<file path="src/rtl/uart_tx_fifo_reader.sv">
// uart_tx_fifo_reader
// Reader end of the transmit FIFO. Pops one byte at a time from a show-ahead
// fifo and shifts it out as a start / DBIT data (LSB first) / stop frame on tx.
// A private divider produces the 16x oversampling tick; it is parked at zero
// while idle so that every frame starts on a fresh bit boundary.
module uart_tx_fifo_reader #(
  parameter int DBIT    = 8,
  parameter int SB_TICK = 16,
  parameter int DVSR    = 163,
  parameter int DVSR_W  = 8
) (
  input  logic            clk,
  input  logic            reset,
  input  logic            tx_en,
  input  logic            fifo_empty,
  input  logic [DBIT-1:0] fifo_data,
  output logic            fifo_rd,
  output logic            tx,
  output logic            tx_busy,
  output logic            tx_done_tick
);

  // s_tick counter must reach 15 for data/start bits and SB_TICK-1 for stop
  localparam int S_W = (SB_TICK > 16) ? $clog2(SB_TICK) : 4;
  localparam int N_W = (DBIT > 1) ? $clog2(DBIT) : 1;

  localparam logic [DVSR_W-1:0] DIV_LAST  = DVSR_W'(DVSR - 1);
  localparam logic [S_W-1:0]    BIT_LAST  = S_W'(15);
  localparam logic [S_W-1:0]    STOP_LAST = S_W'(SB_TICK - 1);
  localparam logic [N_W-1:0]    N_LAST    = N_W'(DBIT - 1);

  typedef enum logic [1:0] {
    IDLE  = 2'd0,
    START = 2'd1,
    DATA  = 2'd2,
    STOP  = 2'd3
  } state_t;

  state_t            state_reg, state_next;
  logic [DVSR_W-1:0] div_reg, div_next;
  logic [S_W-1:0]    s_reg, s_next;
  logic [N_W-1:0]    n_reg, n_next;
  logic [DBIT-1:0]   b_reg, b_next;
  logic [DBIT-1:0]   b_shift;
  logic              tx_reg, tx_next;
  logic              s_tick;
  logic              start_frame;

  // Oversampling tick fires on the last cycle of each divider period
  assign s_tick  = (div_reg == DIV_LAST);
  assign b_shift = b_reg >> 1;

  // A frame may begin only from IDLE with data available; reset blocks the pop
  // so the fifo is never drained while the block is being held in reset
  assign start_frame = (state_reg == IDLE) && tx_en && !fifo_empty && !reset;

  assign tx = tx_reg;

  // State and datapath registers; async reset returns the line to idle-high
  always_ff @(posedge clk or posedge reset) begin
    if (reset) begin
      state_reg <= IDLE;
      div_reg   <= '0;
      s_reg     <= '0;
      n_reg     <= '0;
      b_reg     <= '0;
      tx_reg    <= 1'b1;
    end else begin
      state_reg <= state_next;
      div_reg   <= div_next;
      s_reg     <= s_next;
      n_reg     <= n_next;
      b_reg     <= b_next;
      tx_reg    <= tx_next;
    end
  end

  // Next-state logic: frame sequencing, bit counting and the baud divider
  always_comb begin
    state_next = state_reg;
    s_next     = s_reg;
    n_next     = n_reg;
    b_next     = b_reg;
    tx_next    = tx_reg;

    if (state_reg == IDLE || s_tick) begin
      div_next = '0;
    end else begin
      div_next = div_reg + 1'b1;
    end

    case (state_reg)
      IDLE: begin
        tx_next = 1'b1;
        if (start_frame) begin
          state_next = START;
          b_next     = fifo_data;
          s_next     = '0;
          tx_next    = 1'b0;
        end
      end

      START: begin
        if (s_tick) begin
          if (s_reg == BIT_LAST) begin
            state_next = DATA;
            s_next     = '0;
            n_next     = '0;
            tx_next    = b_reg[0];
          end else begin
            s_next = s_reg + 1'b1;
          end
        end
      end

      DATA: begin
        if (s_tick) begin
          if (s_reg == BIT_LAST) begin
            s_next = '0;
            b_next = b_shift;
            if (n_reg == N_LAST) begin
              state_next = STOP;
              tx_next    = 1'b1;
            end else begin
              n_next  = n_reg + 1'b1;
              tx_next = b_shift[0];
            end
          end else begin
            s_next = s_reg + 1'b1;
          end
        end
      end

      STOP: begin
        if (s_tick) begin
          if (s_reg == STOP_LAST) begin
            state_next = IDLE;
            s_next     = '0;
          end else begin
            s_next = s_reg + 1'b1;
          end
        end
      end

      default: begin
        state_next = IDLE;
        tx_next    = 1'b1;
      end
    endcase
  end

  // Outputs: pop strobe, busy flag and end-of-frame pulse
  always_comb begin
    fifo_rd      = start_frame;
    tx_busy      = (state_reg != IDLE);
    tx_done_tick = (state_reg == STOP) && s_tick && (s_reg == STOP_LAST);
  end

endmodule

</file>
<file path="config.mk">
export PLATFORM = sky130hd
export DESIGN_NAME = uart_tx_fifo_reader
export DESIGN_NICKNAME = d
export VERILOG_FILES = /design/src/rtl/uart_tx_fifo_reader.sv
export SDC_FILE = /design/constraint.sdc
export NUM_CORES = 1
export LEC_CHECK = 0
export CAP_MARGIN = 15
export CORE_ASPECT_RATIO = 0.8
export CORE_MARGIN = 2
export CORE_UTILIZATION = 55
export CTS_BUF_LIST = sky130_fd_sc_hd__clkbuf_2 sky130_fd_sc_hd__clkbuf_4 sky130_fd_sc_hd__clkbuf_8
export CTS_CLUSTER_SIZE = 8
export DETAILED_ROUTE_END_ITERATION = 10
export GPL_ROUTABILITY_DRIVEN = 0
export HOLD_SLACK_MARGIN = 0.03
export PLACE_DENSITY = 0.8
export SYNTH_ARGS = -nofsm -noshare
export SYNTH_HDL_FRONTEND = slang
export SYNTH_SLANG_ARGS = --single-unit
</file>
<file path="constraint.sdc">
create_clock -name clk -period 3.1 [get_ports clk]
set_input_delay 0.62 -clock clk [delete_from_list [all_inputs] [get_ports clk]]
set_output_delay 0.62 -clock clk [all_outputs]
set_load 0.01 [all_outputs]
</file>
==> qor.txt, run 1 <==
========================================================================================
Vias in the first global route                                                      1191
First DRT Iteration DRCs                                                              77
Total via count in the routed design                                                1212
Worst-Skew Late Latency                                                          0.33 ns
Total number of yosys warnings                                                         0
TritonCTS clock tree                                                                done
Nature of the critical path endpoint                                         output port
Biggest fanout along the worst timing path                                            12
Hold slack                                                                      0.495 ns
Net load switching power                                                          536 uW
Detail Route met3 WL                                                         199 microns
Peak Freq                                                                      0.343 GHz
Post_cts resized                                                                       0
Antenna diodes                                                                         0
Uppermost signal routing layer after detailed routing                               met4
Synth top area share                                                               41.5%
Antenna Violating Nets Remaining                                                       0
Pin count of the biggest net entering global routing                                  27
HP Class                                                                    register to register
Critical Path Source Type                                                       register
Number of antenna violations at the first check in global routing                      0
Setup slack of the most critical reg-to-reg path                                 0.82 ns
Met1 WL                                                                          1.43 mm
Global-route wire length before repair                                           5.53 mm
Ratio of cells with drive above 1 in the final layout                              12.3%
Data required time at the worst endpoint                                         2.48 ns
Worst endpoint data arrival time                                                 2.30 ns
Number of max-slew violations in the final report                                      0
Share of power burned in the clock network                                         12.7%
Post-CTS setup buffers                                                                 0
Area used by sequential logic in the layout                                    652 sq um
Root Buffer                                                                 sky130_fd_sc_hd__clkbuf_4
Ratio of total power to cell area                                            784 mW/mm^2
Syn Nets                                                                             167
Flip-flop and latch count after synthesis                                             26
Reg2Reg Capture Point                                                       b_reg[1]$_DFFE_PP0P_
Int Pwr                                                                           821 uW
Source of the critical timing path                                          div_reg[0]$_DFF_PP0_
Die Height                                                                  50.8 microns
Worst-case clock buffer depth                                                          2
Half-perimeter wire length after placement                                       2.24 mm
Layout overhead on the synthesized area                                            14.9%
Reported max-cap violation count                                                       0
Core ar.                                                                    0.00252 sq mm
Site row count                                                                        16
RR Startpoint                                                               state_reg[0]$_DFFE_PP0P_
Cells after DPL                                                                      195
Initial Utilization                                                                59.7%
Overall Global Routing Usage                                                       22.5%
Worst setup margin                                                              0.181 ns
Tightest slew margin relative to the limit                                         55.5%
Proportion of synthesized flip-flops having asynchronous set or reset               100%
Setup Crit Path Kind                                                        register to output port
Min Clock Period, post-route                                                     2.92 ns
Termination of the worst setup path                                         tx_done_tick
Setup-failing EPs final                                                                0
Total Nets Final                                                                     186
Top-level port count                                                                  16
TNS Setup                                                                           0 ns
Pre-CTS setup slack                                                             0.360 ns
Area of the multi-input gates                                                  802 sq um
Netlist area before placement                                               0.00151 sq mm
Remaining routing DRC violations                                                       0
Layout Utilization                                                                 68.6%
Final hold vios                                                                        0
Num Clock Sinks                                                                       26
H-tree Lvls                                                                            1
Aggregate routed wire length                                                     3.14 mm
Switching Fraction                                                                 39.5%
RSZ-0062 raised after global routing                                                  no
Total congestion overflow                                                              0
Number of standard cells in the final layout excluding fillers                       199
Cell type contributing the most total cell area after synthesis             sky130_fd_sc_hd__dfrtp_1
Routed len/inst                                                             15.8 microns
Combinational share of power                                                       45.9%
Number of search-and-repair iterations in the first detailed-routing pass              7
Worst clock skew on the final layout                                          0.00830 ns
Cts hold-fix bufs                                                                      0
Via density                                                                         6.09
Synthesized netlist cell count                                                       145
IO buf count                                                                          15
Area of the die                                                             0.00318 sq mm
Post-synthesis cell type count                                                        45
Post-synth top cells                                                        sky130_fd_sc_hd__dfrtp_1, sky130_fd_sc_hd__o22ai_1, sky130_fd_sc_hd__nor2_1
Clock transition at the registers of the reported paths                          0.14 ns
Leading cell type by number of instances after synthesis                    sky130_fd_sc_hd__dfrtp_1
Status                                                                      complete, no violations
Number of clock buffers inserted by TritonCTS                                          3
Leak                                                                         0.000762 uW
Cells on worst reg2reg path                                                            7
Portion of total power attributed to sequential cells                              41.4%
Number of flops mapped to enable cells by yosys                                        0
Dominant cells by area after synthesis                                      sky130_fd_sc_hd__dfrtp_1, sky130_fd_sc_hd__ha_1, sky130_fd_sc_hd__o22ai_1
Met2 wirelength from detailed routing                                            1.44 mm
Dominant synthesized flop cell                                              sky130_fd_sc_hd__dfrtp_1
Share of the yosys chip area belonging to registers                                43.3%
X dimension of the die                                                      62.5 microns
Synthesized area per cell                                                     10.4 sq um
Final Cycle Share                                                                  94.2%
Worst supply voltage drop on vdd                                                  633 uV
Transition time at the pin with the least slew margin                           0.667 ns
Fillers                                                                              204
========================================================================================
[stage by stage]
step / power (uW) / area (sq um)
final: 1360 / 1730
after floorplan: 1000 / 1510
after global placement: 1150 / 1690
after detailed placement: 1180 / 1690
after CTS: 1360 / 1730
after global routing: 1470 / 1730
[layout by cell type, fill, tap and decap left out, types with 2 or more instances in the layout]
cell type	Yosys	routed
sky130_fd_sc_hd__a22o_1	2	2
sky130_fd_sc_hd__a21o_1	2	2
sky130_fd_sc_hd__inv_1	8	8
sky130_fd_sc_hd__clkdlybuf4s50_1	0	15
sky130_fd_sc_hd__ha_1	10	10
sky130_fd_sc_hd__a21oi_1	7	7
sky130_fd_sc_hd__o21ai_2	2	2
sky130_fd_sc_hd__o21ai_1	2	2
sky130_fd_sc_hd__nand4_1	3	3
sky130_fd_sc_hd__nand3_1	9	9
sky130_fd_sc_hd__nor2_1	13	13
sky130_fd_sc_hd__nand2_1	2	2
sky130_fd_sc_hd__and3_1	3	3
sky130_fd_sc_hd__clkbuf_4	0	3
sky130_fd_sc_hd__nand3b_1	2	2
sky130_fd_sc_hd__dfrtp_1	25	25
sky130_fd_sc_hd__nor3_1	3	3
sky130_fd_sc_hd__o22ai_1	14	14
sky130_fd_sc_hd__buf_4	1	2
sky130_fd_sc_hd__xor2_1	6	6
sky130_fd_sc_hd__nand4bb_1	2	2
sky130_fd_sc_hd__o21ai_0	4	4
[area by class of cell]
class	instances	share of cell area, %
multi-input combinational	108	46.3
sequential	26	37.7
timing repair buffer	17	9.54
tap	36	2.60
clock buffer	4	2.10
inverter	8	1.74
[worst min-delay path by stage]
| stage | start | endpoint | slack (ns) | depth (start not counted) |
|---|---|---|---|---|
| global placement | s_reg[3]$_DFFE_PP0P_ | s_reg[3]$_DFFE_PP0P_ | 0.47 | 1 |
| CTS | s_reg[3]$_DFFE_PP0P_ | s_reg[3]$_DFFE_PP0P_ | 0.49 | 1 |
| detailed placement | s_reg[3]$_DFFE_PP0P_ | s_reg[3]$_DFFE_PP0P_ | 0.47 | 1 |
| global route | s_reg[3]$_DFFE_PP0P_ | s_reg[3]$_DFFE_PP0P_ | 0.52 | 1 |
| finish | s_reg[3]$_DFFE_PP0P_ | s_reg[3]$_DFFE_PP0P_ | 0.49 | 1 |
| floorplan | s_reg[3]$_DFFE_PP0P_ | s_reg[3]$_DFFE_PP0P_ | 0.44 | 1 |
[worst max-delay path, stage by stage, from the launching register on]
cell and delay [ns]:
sky130_fd_sc_hd__dfrtp_1 0.45, sky130_fd_sc_hd__inv_1 0.08, sky130_fd_sc_hd__ha_1 0.16, sky130_fd_sc_hd__and4bb_4 0.27, sky130_fd_sc_hd__and3_4 0.30, sky130_fd_sc_hd__and2_2 0.17
sky130_fd_sc_hd__clkdlybuf4s50_1 0.53
[metal layers]
layer	global-route usage, %	up-vias
met4	9.26	0
met1	29.1	583
met5	0	-
met2	36.2	39
li1	-	582
met3	6.17	8
[power by group through the flow]
stage	sequential [uW]	clock (uW)	combinational, uW
after floorplan	537	0	467
after global placement	552	0	596
after detailed placement	564	0	615
after CTS	558	177	624
after global routing	578	196	696
final	561	173	623
[cell families (layout without fill, tap and decap cells)]
group                    after synthesis  in the layout  synth area share (%)
buffers and inverters                 11             29                  3.49
flip-flops                            26             26                  43.3
AND/OR/NAND/NOR                       46             46                  18.7
AO/OA/AOI/OAI                         43             43                  20.4
multiplexers                           2              2                  1.74
XOR/XNOR                               7              7                  4.07
adder cells (fa/ha/maj)               10             10                  8.31
Note: power is estimated with default switching activity, not from simulation.
==> inputs of run 2 (changes only) <==
- CORE_ASPECT_RATIO: 0.8 -> 0.6
- SETUP_SLACK_MARGIN: default -> 0.1
==> qor.txt, run 2 (synthesis results as in run 1) <==
========================================================================================
Hold worst-path end                                                         s_reg[3]$_DFFE_PP0P_
Core ar.                                                                    0.00256 sq mm
Pin count of the biggest net entering global routing                                  22
H-tree Lvls                                                                            1
Combinational share of power                                                       44.9%
Routed len/inst                                                             15.6 microns
Initial Utilization                                                                58.9%
Reg2Reg Capture Point                                                       b_reg[1]$_DFFE_PP0P_
Worst supply voltage drop on vdd                                                  368 uV
Placed Instance Area                                                        0.00169 sq mm
Cells on worst reg2reg path                                                            7
Overall Global Routing Usage                                                       21.9%
Critical path buffer and inverter count                                                2
Hold slack                                                                      0.478 ns
Uppermost signal routing layer after detailed routing                               met3
Total congestion overflow                                                              0
Leak                                                                         0.000767 uW
Most common cell after layout, fill and taps aside                          sky130_fd_sc_hd__dfrtp_1
Share of power burned in the clock network                                         14.6%
X dimension of the die                                                      71.6 microns
Worst-Skew Late Latency                                                          0.27 ns
Layout overhead on the synthesized area                                            15.4%
Ratio of cells with drive above 1 in the final layout                              12.3%
Final Cycle Share                                                                  91.1%
Peak Freq                                                                      0.354 GHz
Number of standard cells in the final layout excluding fillers                       195
Net load switching power                                                          523 uW
Final design area excluding fillers                                         0.00174 sq mm
RSZ-0062 raised after global routing                                                  no
Number of max-slew violations in the final report                                      0
RR Startpoint                                                               state_reg[0]$_DFFE_PP0P_
Global-route wire length before repair                                           5.32 mm
Met2 wirelength from detailed routing                                            1.37 mm
TritonCTS clock tree                                                                done
IO buf count                                                                          15
Beginning of the worst hold path                                            s_reg[3]$_DFFE_PP0P_
Clock transition at the registers of the reported paths                          0.08 ns
Portion of total power attributed to sequential cells                              40.5%
Aggregate routed wire length                                                     3.04 mm
Post_cts resized                                                                       0
Worst-case clock buffer depth                                                          2
Switching Fraction                                                                 38.1%
Setup slack of the most critical reg-to-reg path                                 0.85 ns
Met1 WL                                                                          1.52 mm
First DRT Iteration DRCs                                                              59
Detail Route met3 WL                                                         151 microns
Setup-failing EPs final                                                                0
Antenna Violating Nets Remaining                                                       0
Transition time at the pin with the least slew margin                           0.695 ns
Remaining routing DRC violations                                                       0
Critical Path Source Type                                                       register
HP Class                                                                    register to register
Cells traversed along the worst timing path                                 inv_1 -> ha_1 -> and4bb_4 -> and3_4 -> and2_2 -> clkdlybuf4s50_1
Worst endpoint data arrival time                                                 2.21 ns
Post-CTS setup buffers                                                                 0
Site row count                                                                        14
Total via count in the routed design                                                1189
Top Family by Delay on Critical Path                                        simple AND/OR/NAND/NOR gates
Root Buffer                                                                 sky130_fd_sc_hd__clkbuf_8
Top library cells by usage in the layout, fill and taps aside               sky130_fd_sc_hd__dfrtp_1, sky130_fd_sc_hd__clkdlybuf4s50_1, sky130_fd_sc_hd__o22ai_1
Cts hold-fix bufs                                                                      0
Tightest slew margin relative to the limit                                         53.7%
Slowest CP cell                                                             sky130_fd_sc_hd__clkdlybuf4s50_1
Vias in the first global route                                                      1114
Worst clock skew on the final layout                                          0.00371 ns
Biggest fanout along the worst timing path                                            12
Min Clock Period, post-route                                                     2.83 ns
Final hold vios                                                                        0
Int Pwr                                                                           849 uW
Antenna diodes                                                                         0
Via density                                                                         6.10
Slowest stage delay, CP                                                          0.52 ns
Number of search-and-repair iterations in the first detailed-routing pass              5
Hold path depth                                                                        1
Die Height                                                                  44.5 microns
Data required time at the worst endpoint                                         2.48 ns
Num Clock Sinks                                                                       26
Number of antenna violations at the first check in global routing                      0
Nature of the critical path endpoint                                         output port
Half-perimeter wire length after placement                                       2.33 mm
TNS Setup                                                                           0 ns
Top-level port count                                                                  16
Number of clock buffers inserted by TritonCTS                                          3
Area of the die                                                             0.00319 sq mm
Total Nets Final                                                                     186
Ratio of total power to cell area                                            789 mW/mm^2
Pre-CTS setup slack                                                             0.365 ns
Cells after DPL                                                                      191
Setup Crit Path Kind                                                        register to output port
Worst setup margin                                                              0.275 ns
Reported max-cap violation count                                                       0
Status                                                                      complete, no violations
========================================================================================
## run 2: worst max-delay path by stage
stage                          from           end  cells after the start
3_3_place_gp                  reset       fifo_rd                      4
5_1_grt        div_reg[0]$_DFF_PP0_  tx_done_tick                      6
2_1_floorplan  div_reg[0]$_DFF_PP0_  tx_done_tick                      6
4_1_cts        div_reg[0]$_DFF_PP0_  tx_done_tick                      6
3_5_place_dp                  reset       fifo_rd                      4
6_report       div_reg[0]$_DFF_PP0_  tx_done_tick                      6
## run 2: metal layers
| layer | GRT usage [%] | up-vias |
|---|---|---|
| met5 | 0 | - |
| met4 | 2.64 | 0 |
| met3 | 5.69 | 0 |
| met2 | 34.1 | 31 |
| met1 | 31.9 | 576 |
| li1 | - | 582 |
## run 2: stage by stage
step	util (%)	power [uW]
detailed placement	66.0	1180
finish	68.0	1370
floorplan	-	1000
global route	68.0	1480
global placement	66.0	1140
CTS	68.0	1380
## run 2: power groups by stage
| stage | combinational, uW | clock, uW | sequential [uW] |
|---|---|---|---|
| floorplan | 467 | 0 | 537 |
| global placement | 584 | 0 | 553 |
| detailed placement | 618 | 0 | 561 |
| CTS | 619 | 207 | 555 |
| global route | 678 | 224 | 574 |
| finish | 615 | 200 | 556 |
## run 2: layout make-up
cell class	count	area, sq um
fill	189	820
multi-input combinational	108	802
sequential	26	652
timing repair buffer	17	165
clock buffer	4	48.8
tap	32	40.0
inverter	8	30.0
## run 2: worst reg2reg max path: cells and delay by family, from the launching register on
kind / cells / cell delay [ns]
fa+ha+maj: 1 / 0.61
flops: 1 / 0.44
compound gates: 3 / 0.60
buf+inv: 3 / 0.53
